File: src/rtl/compositor_pkg.sv
// Shared types and reset defaults for the layer compositor.
package compositor_pkg;
    localparam int CW_DEF         = 8;
    localparam int MAZE_Y_LIM_DEF = 352;

    typedef struct packed {
        logic [CW_DEF-1:0] r;
        logic [CW_DEF-1:0] g;
        logic [CW_DEF-1:0] b;
    } rgb_t;

    typedef enum logic [1:0] {
        PAL_WALL   = 2'd0,
        PAL_FOOD   = 2'd1,
        PAL_BG     = 2'd2,
        PAL_FRIGHT = 2'd3
    } pal_idx_e;

    localparam rgb_t PAL_WALL_DEF   = '{r: 8'hFF, g: 8'h00, b: 8'h00};
    localparam rgb_t PAL_FOOD_DEF   = '{r: 8'hFF, g: 8'hFF, b: 8'h00};
    localparam rgb_t PAL_BG_DEF     = '{r: 8'h3F, g: 8'h00, b: 8'h7F};
    localparam rgb_t PAL_FRIGHT_DEF = '{r: 8'h21, g: 8'h21, b: 8'hFF};
endpackage

File: src/rtl/spr_priority_sel.sv
// Lowest-index-wins encoder over the effective sprite hits.
module spr_priority_sel #(
    parameter int N     = 4,
    parameter int SEL_W = (N > 1) ? $clog2(N) : 1
) (
    input  logic [N-1:0]     eff_hit,
    output logic [SEL_W-1:0] sel,
    output logic             any_hit
);
    always_comb begin
        sel     = '0;
        any_hit = |eff_hit;
        for (int i = N - 1; i >= 0; i--) begin
            if (eff_hit[i]) sel = SEL_W'(i);
        end
    end
endmodule

File: src/rtl/layer_compositor.sv
// Two-stage sprite/maze compositor: priority select and keying in stage 1,
// palette lookup and frightened-ghost blink in stage 2.
module layer_compositor
    import compositor_pkg::*;
#(
    parameter int              NUM_SPR      = 4,
    parameter int              CW           = 8,
    parameter int              MAZE_Y_LIM   = MAZE_Y_LIM_DEF,
    parameter logic [3*CW-1:0] TKEY         = '0,
    parameter int              BLINK_FRAMES = 16
) (
    input  logic                    Clk,
    input  logic                    Reset,
    input  logic                    frame_start,
    input  logic                    pix_valid,
    input  logic [9:0]              DrawX,
    input  logic [9:0]              DrawY,
    input  logic [NUM_SPR-1:0]      spr_hit,
    input  logic [NUM_SPR*3*CW-1:0] spr_rgb,
    input  logic                    is_wall,
    input  logic                    food_present,
    input  logic                    fright,
    input  logic                    fright_end,
    input  logic                    pal_we,
    input  logic [1:0]              pal_addr,
    input  logic [3*CW-1:0]         pal_data,
    output logic                    out_valid,
    output logic [CW-1:0]           VGA_R,
    output logic [CW-1:0]           VGA_G,
    output logic [CW-1:0]           VGA_B
);
    localparam int STAGES = 2;
    localparam int SEL_W  = (NUM_SPR > 1) ? $clog2(NUM_SPR) : 1;
    localparam int BW     = (BLINK_FRAMES > 1) ? $clog2(BLINK_FRAMES) : 1;

    // Left-align the 8-bit default components into CW bits.
    function automatic logic [3*CW-1:0] scale(input rgb_t c);
        logic [CW+7:0] r, g, b;
        r = {c.r, CW'(0)};
        g = {c.g, CW'(0)};
        b = {c.b, CW'(0)};
        return {r[CW+7 -: CW], g[CW+7 -: CW], b[CW+7 -: CW]};
    endfunction

    logic [NUM_SPR-1:0][3*CW-1:0] spr_arr;
    logic [NUM_SPR-1:0]           eff_hit;
    logic [SEL_W-1:0]             sel;
    logic                         any_hit;

    logic [3:0][3*CW-1:0] pal;
    logic [BW-1:0]        blink_cnt;
    logic                 blink_ph;

    logic [STAGES:1]  vld_pipe;
    logic [SEL_W-1:0] s1_sel;
    logic             s1_any, s1_wall, s1_food, s1_below;
    logic [3*CW-1:0]  s1_rgb;
    logic [3*CW-1:0]  px_rgb;

    logic unused_drawx;
    assign unused_drawx = ^DrawX;

    assign spr_arr = spr_rgb;

    for (genvar i = 0; i < NUM_SPR; i++) begin : g_key
        assign eff_hit[i] = spr_hit[i] && (spr_arr[i] != TKEY);
    end

    spr_priority_sel #(.N(NUM_SPR), .SEL_W(SEL_W)) u_sel (
        .eff_hit (eff_hit),
        .sel     (sel),
        .any_hit (any_hit)
    );

    always_ff @(posedge Clk) begin
        if (Reset) begin
            pal[PAL_WALL]   <= scale(PAL_WALL_DEF);
            pal[PAL_FOOD]   <= scale(PAL_FOOD_DEF);
            pal[PAL_BG]     <= scale(PAL_BG_DEF);
            pal[PAL_FRIGHT] <= scale(PAL_FRIGHT_DEF);
        end else if (pal_we) begin
            pal[pal_addr] <= pal_data;
        end
    end

    // Dropping fright_end clears the blink state even if frame_start fires.
    always_ff @(posedge Clk) begin
        if (Reset || !fright_end) begin
            blink_cnt <= '0;
            blink_ph  <= 1'b0;
        end else if (frame_start) begin
            if (blink_cnt == BW'(BLINK_FRAMES - 1)) begin
                blink_cnt <= '0;
                blink_ph  <= ~blink_ph;
            end else begin
                blink_cnt <= blink_cnt + 1'b1;
            end
        end
    end

    always_ff @(posedge Clk) begin
        if (Reset) begin
            vld_pipe <= '0;
            s1_sel   <= '0;
            s1_any   <= 1'b0;
            s1_rgb   <= '0;
            s1_wall  <= 1'b0;
            s1_food  <= 1'b0;
            s1_below <= 1'b0;
        end else begin
            vld_pipe <= {vld_pipe[STAGES-1:1], pix_valid};
            s1_sel   <= sel;
            s1_any   <= any_hit;
            s1_rgb   <= spr_arr[sel];
            s1_wall  <= is_wall;
            s1_food  <= food_present;
            s1_below <= (DrawY >= 10'(MAZE_Y_LIM));
        end
    end

    always_comb begin
        px_rgb = pal[PAL_BG];
        if (s1_any) begin
            if (s1_sel != '0 && fright && !(fright_end && blink_ph))
                px_rgb = pal[PAL_FRIGHT];
            else
                px_rgb = s1_rgb;
        end else if (s1_wall && !s1_below) begin
            px_rgb = pal[PAL_WALL];
        end else if (s1_food && !s1_below) begin
            px_rgb = pal[PAL_FOOD];
        end
    end

    // Colour registers only move on valid pixels so bubbles hold the last value.
    always_ff @(posedge Clk) begin
        if (Reset) begin
            {VGA_R, VGA_G, VGA_B} <= '0;
        end else if (vld_pipe[STAGES-1]) begin
            {VGA_R, VGA_G, VGA_B} <= px_rgb;
        end
    end

    assign out_valid = vld_pipe[STAGES];
endmodule

File: config.mk
export PLATFORM = sky130hd
export DESIGN_NAME = layer_compositor
export DESIGN_NICKNAME = d
export VERILOG_FILES = /design/src/rtl/compositor_pkg.sv /design/src/rtl/spr_priority_sel.sv /design/src/rtl/layer_compositor.sv
export SDC_FILE = /design/constraint.sdc
export NUM_CORES = 1
export LEC_CHECK = 0
export BUFFER_PORTS_ARGS = -buffer_cell sky130_fd_sc_hd__buf_2
export CAP_MARGIN = 20
export CORE_MARGIN = 1.5
export CORE_UTILIZATION = 56
export DETAILED_ROUTE_END_ITERATION = 16
export PLACE_DENSITY_LB_ADDON = 0.15
export SLEW_MARGIN = 20
export SYNTH_ARGS = -nofsm -noshare
export SYNTH_HDL_FRONTEND = slang
export SYNTH_HIERARCHICAL = 1
export SYNTH_SLANG_ARGS = --single-unit
File: constraint.sdc
create_clock -name Clk -period 8.5 [get_ports Clk]
set_clock_uncertainty 0.2 [all_clocks]
set_input_delay 2.125 -clock Clk [delete_from_list [all_inputs] [get_ports Clk]]
set_output_delay 2.125 -clock Clk [all_outputs]
set_load 0.005 [all_outputs]
# Word-level counts from Yosys, hierarchy flattened
# Cells that the tools add are included.
# classes
bitwise	1
n_lt_le_gt_ge	4
n_div	0
n_eq_ne	1
n_reduce_logical	21
shift	0
add_sub_neg	1
multipliers	0
mux	14
# ops
op	count
24-bit 2-to-1 mux	6
96-bit bitwise mux	1
24-bit nonzero test	4
24-bit binary-select mux with 2-bit select	1
24-bit demux with 2-bit select	1
10-bit by 9-bit >= comparator with 1-bit output, second input constant	1
1-bit logical AND	10
2-bit 2-to-1 mux	4
2-bit by 3-bit < comparator with 1-bit output, second input constant	2
4-bit by 1-bit adder with 4-bit output, second input constant	1
4-bit equality test, second input constant	1
4-bit 2-to-1 mux	1
4-bit OR reduction	1
1-bit zero test	3
2-bit by 1-bit >= comparator with 1-bit output, second input constant	1
2-bit AND reduction	1
2-bit nonzero test	1
1-bit logical OR	1
1-bit inverter	1
# totals
regBits	157
word_cells	58
romBits	0
latch_bits	0
output_inout_bits	25
inputBits	155
mem_count	0
mem_bits_rw	0

# Depth between registers and ports, before layout
# Gate-level depths: netlist of the first run.
# logic_depth
ltp_word	8
ltp_mapped	9
depth_no_buf	7

# By module
# The synthesis of the first run kept the hierarchy.
# by_module_without_submodules
mod	n_inst	area_per_inst_um2	seq_area_each_um2	cells_per_inst
layer_compositor	1	7080.5	3143.0	751
spr_priority_sel	1	35.0	0.0	7

# Worst setup path before layout of the first run
# No wires, ideal clock.
# synth_timing
path_type	input to register
start	input spr_rgb[61]
end	register s1_rgb[10]
cell_stages	9
t_required_ns	8.172
t_arrival_ns	3.919
slack_ns	4.253
path_buffers	2
setup_ns	0.128
path_cell_list	nor4_1 > nand4_1 > o21a_1 > nand2b_1 > a21oi_2 > buf_4 > buf_6 > mux4_2 > nor2b_1
# synth_via
elab_chain_len	7
# synth_lines
element	line_no	source
start: declaration	layer_compositor.sv:19	input logic [NUM_SPR*3*CW-1:0] spr_rgb,
24-bit nonzero test	layer_compositor.sv:66	assign eff_hit[i] = spr_hit[i] && (spr_arr[i] != TKEY);
1-bit logical AND	layer_compositor.sv:66	
via eff_hit[2]	layer_compositor.sv:46	logic [NUM_SPR-1:0] eff_hit;
2-bit 2-to-1 mux (3 in series)	spr_priority_sel.sv:14	if (eff_hit[i]) sel = SEL_W'(i);
via sel[0]	layer_compositor.sv:47	logic [SEL_W-1:0] sel;
24-bit binary-select mux with 2-bit select	layer_compositor.sv:114	s1_rgb <= spr_arr[sel];
24-bit 2-to-1 mux (not written as such)	layer_compositor.sv:114	
end signal: assignment	layer_compositor.sv:114	
end: declaration	layer_compositor.sv:57	logic [3*CW-1:0] s1_rgb;
# The timed path passes the listed nets, and every way through them passes these cells. The select of a mux whose other input is x is not followed.
# A chain may end at the register's enable or synchronous reset.

# Worst setup path after layout of the first run
# layout_timing
start	input spr_rgb[7]
end	register s1_rgb[3]
# layout_via
elab_chain_len	5
# layout_lines
element	line_no
24-bit nonzero test	layer_compositor.sv:66
1-bit logical AND	layer_compositor.sv:66
via eff_hit[0]	layer_compositor.sv:46
2-bit 2-to-1 mux	spr_priority_sel.sv:14
via sel[0]	layer_compositor.sv:47
24-bit binary-select mux with 2-bit select	layer_compositor.sv:114
24-bit 2-to-1 mux (not written as such)	layer_compositor.sv:114
# The timed path passes the listed nets, and every way through them passes these cells. The select of a mux whose other input is x is not followed.

==> results_dict.tcl, run 1 <==
set metrics [dict create \
    outcome "finished, final reports clean" \
    viasPerCell 5.96 \
    drc_errors 0 \
    synthSimpleGateAreaFrac_pct 25.8 \
    slew_headroom_pct 20.0 \
    synth_seq_area_share_pct 44.2 \
    start_util_pct 58.3 \
    hold_class "reg2reg" \
    synth_compound_area_share_pct 13.6 \
    clk-insertion-delay-late_ns 0.42 \
    grtUsageTotal_pct 33.3 \
    wl_per_cell_um 20.5 \
    drt_first_pass_iters 6 \
    period_share_pct 54.5 \
    muxShareOfSynthArea_pct 11.1 \
    rr_endpoint "VGA_B[7]$_SDFFE_PP0P_" \
    timing.fmax_mhz 216 \
    grt_pass1_wl_um 33500 \
    synthAdderAreaFrac_pct 0.176 \
    cts_tree "yes" \
    ir_drop_mv 0.154 \
    cts_hold_buf 0 \
    finalSetupViolCount 0 \
    cts_setup_buffers 0 \
    synth_top_area_share_pct 44.2 \
    fp-row-count 40 \
    vias 6422 \
    core_sq_mm 0.0122 \
    r2r_setup_slack_ns 6.26 \
    min_period_ns 4.64 \
    drive_above_1_share_pct 30.8 \
    pwr-share-clk_pct 44.9 \
    cts_buffers 17 \
    power.internal_mw 1.39 \
    cts-resized-gates 0 \
    power_leakage_nw 3.59 \
    die_y_um 116 \
    p_sw_mw 0.450 \
    crit_required_ns 8.57 \
    hold_end "pal[83]$_SDFFE_PP0P_" \
    r2r_start "vld_pipe[1]$_SDFF_PP0_" \
    drt-initial-drc-count 579 \
    cts_max_level 4 \
    area_delta_synth_final_pct 21.3 \
    grt_max_degree 127 \
    clockBufferDepth 2 \
    reg2reg_depth 4 \
    routabilityCongestion 0.968 \
    port_buffers 164 \
    nFillCells 919 \
    finalHoldViolCount 0 \
    clkTransAtPathRegs_ns 0.06 \
    synth.distinct_cells 35 \
    synthTopCellsByArea "dfxtp_1, nand2_1, o221ai_2" \
    syn_nets 914 \
    yosysWarningCount 6 \
    synth.avg_cell_area_sq_um 9.39 \
    cts_root_buffer "clkbuf_16" \
    wl_um 22100 \
    multi_input_area_sq_mm 0.00368 \
    worst_slew_pin_slew_ns 1.20 \
    grt_remaining_overflow 0 \
    drv_slew 0 \
    dieArea_sq_mm 0.0134 \
    ff_latch_area_sq_mm 0.00314 \
    path_class "in2reg" \
    yosysTopAreaCell "dfxtp_1" \
    ios 180 \
    arrival_ns 4.70 \
    whs_path_depth 2 \
    ys_seq_elements 157 \
    dp_hpwl_um 14600 \
    utilization_pct 70.7 \
    combPwrFrac_pct 11.7 \
    postSynthCellCount 758 \
    seqPwrFrac_pct 43.5 \
    synth_area_sq_mm 0.00712 \
    path_max_fanout 13 \
    cap_violations 0 \
    clkSinkCount 157 \
    grt_pass1_vias 6427 \
    tns_ns 0 \
    synth_top_family_by_area "simple AND/OR/NAND/NOR gates" \
    synth_xor_area_share_pct 0.492 \
    cp-end-kind "flip-flop" \
    min_from "pal[83]$_SDFFE_PP0P_" \
    power.density_mw_per_mm2 213 \
    drtAntennaViolNets 0 \
    nets 1051 \
    cp-start-kind "input port" \
    antenna_found_initial 2 \
    grt_setup_unrepaired "no" \
    die_w_um 116 \
    swShare_pct 24.5 \
]
[registers in the layout, summed over array words and instances, names as in the netlist]
signal / count
VGA_R: 8
s1_any: 1
blink_cnt: 4
s1_food: 1
vld_pipe: 2
VGA_B: 8
s1_wall: 1
s1_sel: 2
s1_below: 1
blink_ph: 1
VGA_G: 8
s1_rgb: 24
pal: 96
[cell families after synthesis]
| group | Yosys count |
|---|---|
| buffers and inverters | 58 |
| adders and majority gates | 1 |
| xor gates and xnor gates | 4 |
| AOI/OAI and AO/OA | 103 |
| DFF | 157 |
| and+or+nand+nor | 386 |
| muxes | 49 |
[cell usage after synthesis (all sizes together)]
cell,n
nand2,226
dfxtp,157
a21oi,49
nand3b,49
o221ai,48
buf,37
nor2,37
nor2b,32
mux2i,25
mux4,24
nor4,24
clkbuf,20
nand4,6
nand2b,4
o21a,4
xor2,3
or2,2
or3b,2
a21o,1
and3,1
ha,1
inv,1
nand3,1
nor3,1
nor3b,1
o211ai,1
xnor2,1
[routing by layer]
metal / track usage (%) / up-vias / wire length [um] / part of all wire (%)
li1: - / 2935 / - / -
met2: 56.2 / 360 / 10900 / 49
met5: 0 / - / 16 / 0.072
met3: 6.38 / 50 / 1690 / 7.6
met1: 41.6 / 3075 / 8830 / 40
met4: 14.6 / 2 / 630 / 2.9
[cell usage in the layout (no fill, tap or decap), types with 2 or more instances in the layout]
cell       netlist  layout
or3b_1           2       2
nand2_1        226     226
nand4_1          6       6
nor2b_1         31      30
o221ai_1         8       8
o21a_1           4       4
clkinv_4         0       5
nor2_1          35      35
mux2i_1         25      25
a21oi_1         48      48
clkbuf_16        0      17
buf_6            5       2
nand3b_1        49      49
dfxtp_1        157     157
o221ai_2        40      40
nand2b_1         4       3
clkbuf_8         0       3
nor4_1          24      24
bufinv_16        0       4
buf_4            3       8
buf_2           25     163
xor2_1           3       3
or2_1            2       2
mux4_2          24      24
[per-stage QoR]
| step | setup slack (ns) | total power [mW] | hold slack (ns) | instance area (sq um) | std cells |
|---|---|---|---|---|---|
| 3_5_place_dp | 3.18 | 1.02 | 0.241 | 7930 | 1042 |
| 2_1_floorplan | 4.25 | 0.933 | 0.236 | 7120 | 758 |
| 5_1_grt | 3.70 | 1.89 | 0.275 | 8630 | 1077 |
| 6_report | 3.86 | 1.84 | 0.256 | 8630 | 1077 |
| 4_1_cts | 3.61 | 1.84 | 0.256 | 8580 | 1074 |
| 3_3_place_gp | 3.18 | 1.01 | 0.241 | 7910 | 1041 |
[critical path, stage by stage]
cell and delay, ns:
buf_2 0.10, nor4_1 0.59, nand4_1 0.17, o21a_1 0.28, a21oi_4 0.54, buf_16 0.23
mux4_2 0.51, nor2b_1 0.15
[power groups by stage]
stage	registers [mW]	logic (mW)	clock network, mW
2_1_floorplan	0.805	0.127	0
3_3_place_gp	0.812	0.202	0
3_5_place_dp	0.813	0.209	0
4_1_cts	0.798	0.210	0.828
5_1_grt	0.801	0.231	0.861
6_report	0.799	0.215	0.825
[final cells by class]
| class | count | share of cell area (%) |
|---|---|---|
| multi-input combinational | 543 | 42.6 |
| sequential | 157 | 36.4 |
| timing repair buffer | 175 | 10.9 |
| clock buffer | 20 | 5.41 |
| tap | 168 | 2.44 |
| clock inverter | 12 | 2.15 |
| inverter | 1 | 0.0435 |
| antenna | 1 | 0.0290 |
[how the worst max path moves through the flow]
stage	slack, ns	startpoint	depth (start not counted)	to
after floorplan	4.25	spr_rgb[61]	9	s1_rgb[10]$_SDFF_PP0_
after global placement	3.18	spr_rgb[55]	8	s1_rgb[2]$_SDFF_PP0_
after detailed placement	3.18	spr_rgb[55]	8	s1_rgb[22]$_SDFF_PP0_
after CTS	3.61	spr_rgb[55]	8	s1_rgb[22]$_SDFF_PP0_
after global routing	3.70	spr_rgb[55]	9	s1_rgb[1]$_SDFF_PP0_
final	3.86	spr_rgb[7]	8	s1_rgb[3]$_SDFF_PP0_
No activity file was read; power rests on OpenSTA's default activity.
==> inputs of run 2 (changes only) <==
--- a/config.mk
+++ b/config.mk
@@ -8,7 +8,7 @@
 export BUFFER_PORTS_ARGS = -buffer_cell sky130_fd_sc_hd__buf_2
 export CAP_MARGIN = 20
 export CORE_MARGIN = 1.5
-export CORE_UTILIZATION = 56
+export CORE_UTILIZATION = 53
 export DETAILED_ROUTE_END_ITERATION = 16
 export PLACE_DENSITY_LB_ADDON = 0.15
 export SLEW_MARGIN = 20
==> constraint.sdc (replaced) <==
create_clock -name Clk -period 4.6 [get_ports Clk]
set_clock_uncertainty 0.2 [all_clocks]
set_input_delay 1.15 -clock Clk [delete_from_list [all_inputs] [get_ports Clk]]
set_output_delay 1.15 -clock Clk [all_outputs]
set_load 0.005 [all_outputs]
==> results_dict.tcl, run 2 (same netlist as run 1, synthesis figures left out) <==
set metrics [dict create \
    outcome "finished, final reports clean" \
    nets 1051 \
    clk-insertion-delay-late_ns 0.41 \
    pwr-share-clk_pct 41.4 \
    vias 6343 \
    slew_headroom_pct 21.5 \
    drt-initial-drc-count 553 \
    place_ws_ns 0.701 \
    ios 180 \
    min_from "pal[70]$_SDFFE_PP0P_" \
    dieArea_sq_mm 0.0141 \
    grt_max_degree 72 \
    arrival_ns 3.54 \
    dp.cells 1051 \
    met1_length_um 8960 \
    finalHoldViolCount 0 \
    cp-end-kind "flip-flop" \
    drt_first_pass_iters 6 \
    largest_register_ffs 96 \
    combPwrFrac_pct 12.3 \
    hold-worst-slack_ns 0.257 \
    drtAntennaViolNets 0 \
    grt_pass1_wl_um 33900 \
    antenna_found_initial 0 \
    hold_class "reg2reg" \
    cts-resized-gates 0 \
    grt_pass1_vias 6414 \
    min_period_ns 3.48 \
    grt_remaining_overflow 0 \
    final_cell_mix "nand2_1, buf_2, dfxtp_1, nand3b_1, a21oi_1" \
    dr_wl_met2_um 10500 \
    dp_hpwl_um 14800 \
    cts_buffers 17 \
    path_max_fanout 25 \
    antenna_cells 0 \
    period_share_pct 75.6 \
    grtUsageTotal_pct 30.9 \
    seqPwrFrac_pct 46.3 \
    worst_slew_pin_slew_ns 1.18 \
    p_sw_mw 0.802 \
    swShare_pct 25.1 \
    wl_per_cell_um 20.1 \
    start_util_pct 53.9 \
    clkSinkCount 157 \
    routabilityCongestion 0.909 \
    cp-start-kind "input port" \
    ir_drop_mv 0.246 \
    grt_setup_unrepaired "no" \
    highest_layer "met4" \
    clkTransAtPathRegs_ns 0.06 \
    timing.fmax_mhz 288 \
    regMostFlops "pal" \
    port_buffers 164 \
    met3_length_um 1660 \
    die_y_um 119 \
    drive_above_1_share_pct 30.7 \
    cts_setup_buffers 0 \
    setup_ws_ns 1.12 \
    fp-row-count 42 \
    drc_errors 0 \
    cap_violations 0 \
    power.density_mw_per_mm2 375 \
    wl_um 21700 \
    cts_hold_buf 0 \
    area_delta_synth_final_pct 19.7 \
    drv_slew 0 \
    layout.cells.non_filler 1083 \
    cts_max_level 4 \
    reg.largest.list "pal x96, s1_rgb x24" \
    power_leakage_nw 3.51 \
    path_class "in2reg" \
    final_common_cell "nand2_1" \
    cts_tree "yes" \
    cts_root_buffer "clkbuf_16" \
    power.internal_mw 2.39 \
    tns_ns 0 \
    crit_start "spr_rgb[55]" \
    r2r_start "vld_pipe[1]$_SDFF_PP0_" \
    finalSetupViolCount 0 \
    crit_required_ns 4.67 \
    die_w_um 119 \
    utilization_pct 64.6 \
    clockBufferDepth 2 \
    core_sq_mm 0.0132 \
    viasPerCell 5.86 \
]
run 2: changes by cell type in the layout (fill, tap and decap cells not counted), sizes merged:
cell and delta:
diode -1, clkinv -4, bufinv -3, inv -1
clkbuf +2, clkinvlp +5
run 2: worst max-delay path, stage by stage:
cell and delay, ns:
buf_2 0.11, nor4_1 0.45, nand4_1 0.14, o21a_1 0.23
nand2b_1 0.18, a21oi_4 0.14, buf_4 0.40, mux4_2 0.59
nor2b_1 0.15
run 2: layer usage:
layer  up-vias  track usage (%)
met5         -                0
met4         0             12.3
met3        56             5.08
met2       351             52.8
met1      3003             39.2
li1       2933                -
run 2: path summary, 6_finish.rpt:
check	cells after the start	end	slack, ns
worst max-delay path	9	s1_rgb[6]$_SDFF_PP0_	1.12
worst min-delay path	2	pal[70]$_SDFFE_PP0P_	0.26
worst max register to register	5	VGA_G[7]$_SDFFE_PP0P_	2.43
worst min register to register	2	pal[70]$_SDFFE_PP0P_	0.26
run 2: layout make-up:
type / instances / area, sq um
Clock buffer: 22 / 474
Fill cell: 1067 / 4670
Timing Repair Buffer: 175 / 910
Sequential cell: 157 / 3140
Inverter: 1 / 3.75
Tap cell: 176 / 220
Multi-Input combinational cell: 543 / 3680
Clock inverter: 9 / 88.8
run 2: power groups by stage:
| stage | Combinational [mW] | Sequential [mW] | Clock, mW |
|---|---|---|---|
| 5_1_grt | 0.424 | 1.48 | 1.38 |
| 4_1_cts | 0.390 | 1.47 | 1.33 |
| 6_report | 0.393 | 1.48 | 1.32 |
| 3_5_place_dp | 0.387 | 1.50 | 0 |
| 2_1_floorplan | 0.235 | 1.49 | 0 |
| 3_3_place_gp | 0.376 | 1.50 | 0 |
run 2: stage by stage:
stage | instance area (sq um) | power [mW]
floorplan | 7120 | 1.72
global placement | 7930 | 1.88
detailed placement | 7940 | 1.89
CTS | 8500 | 3.19
global route | 8520 | 3.29
finish | 8520 | 3.19
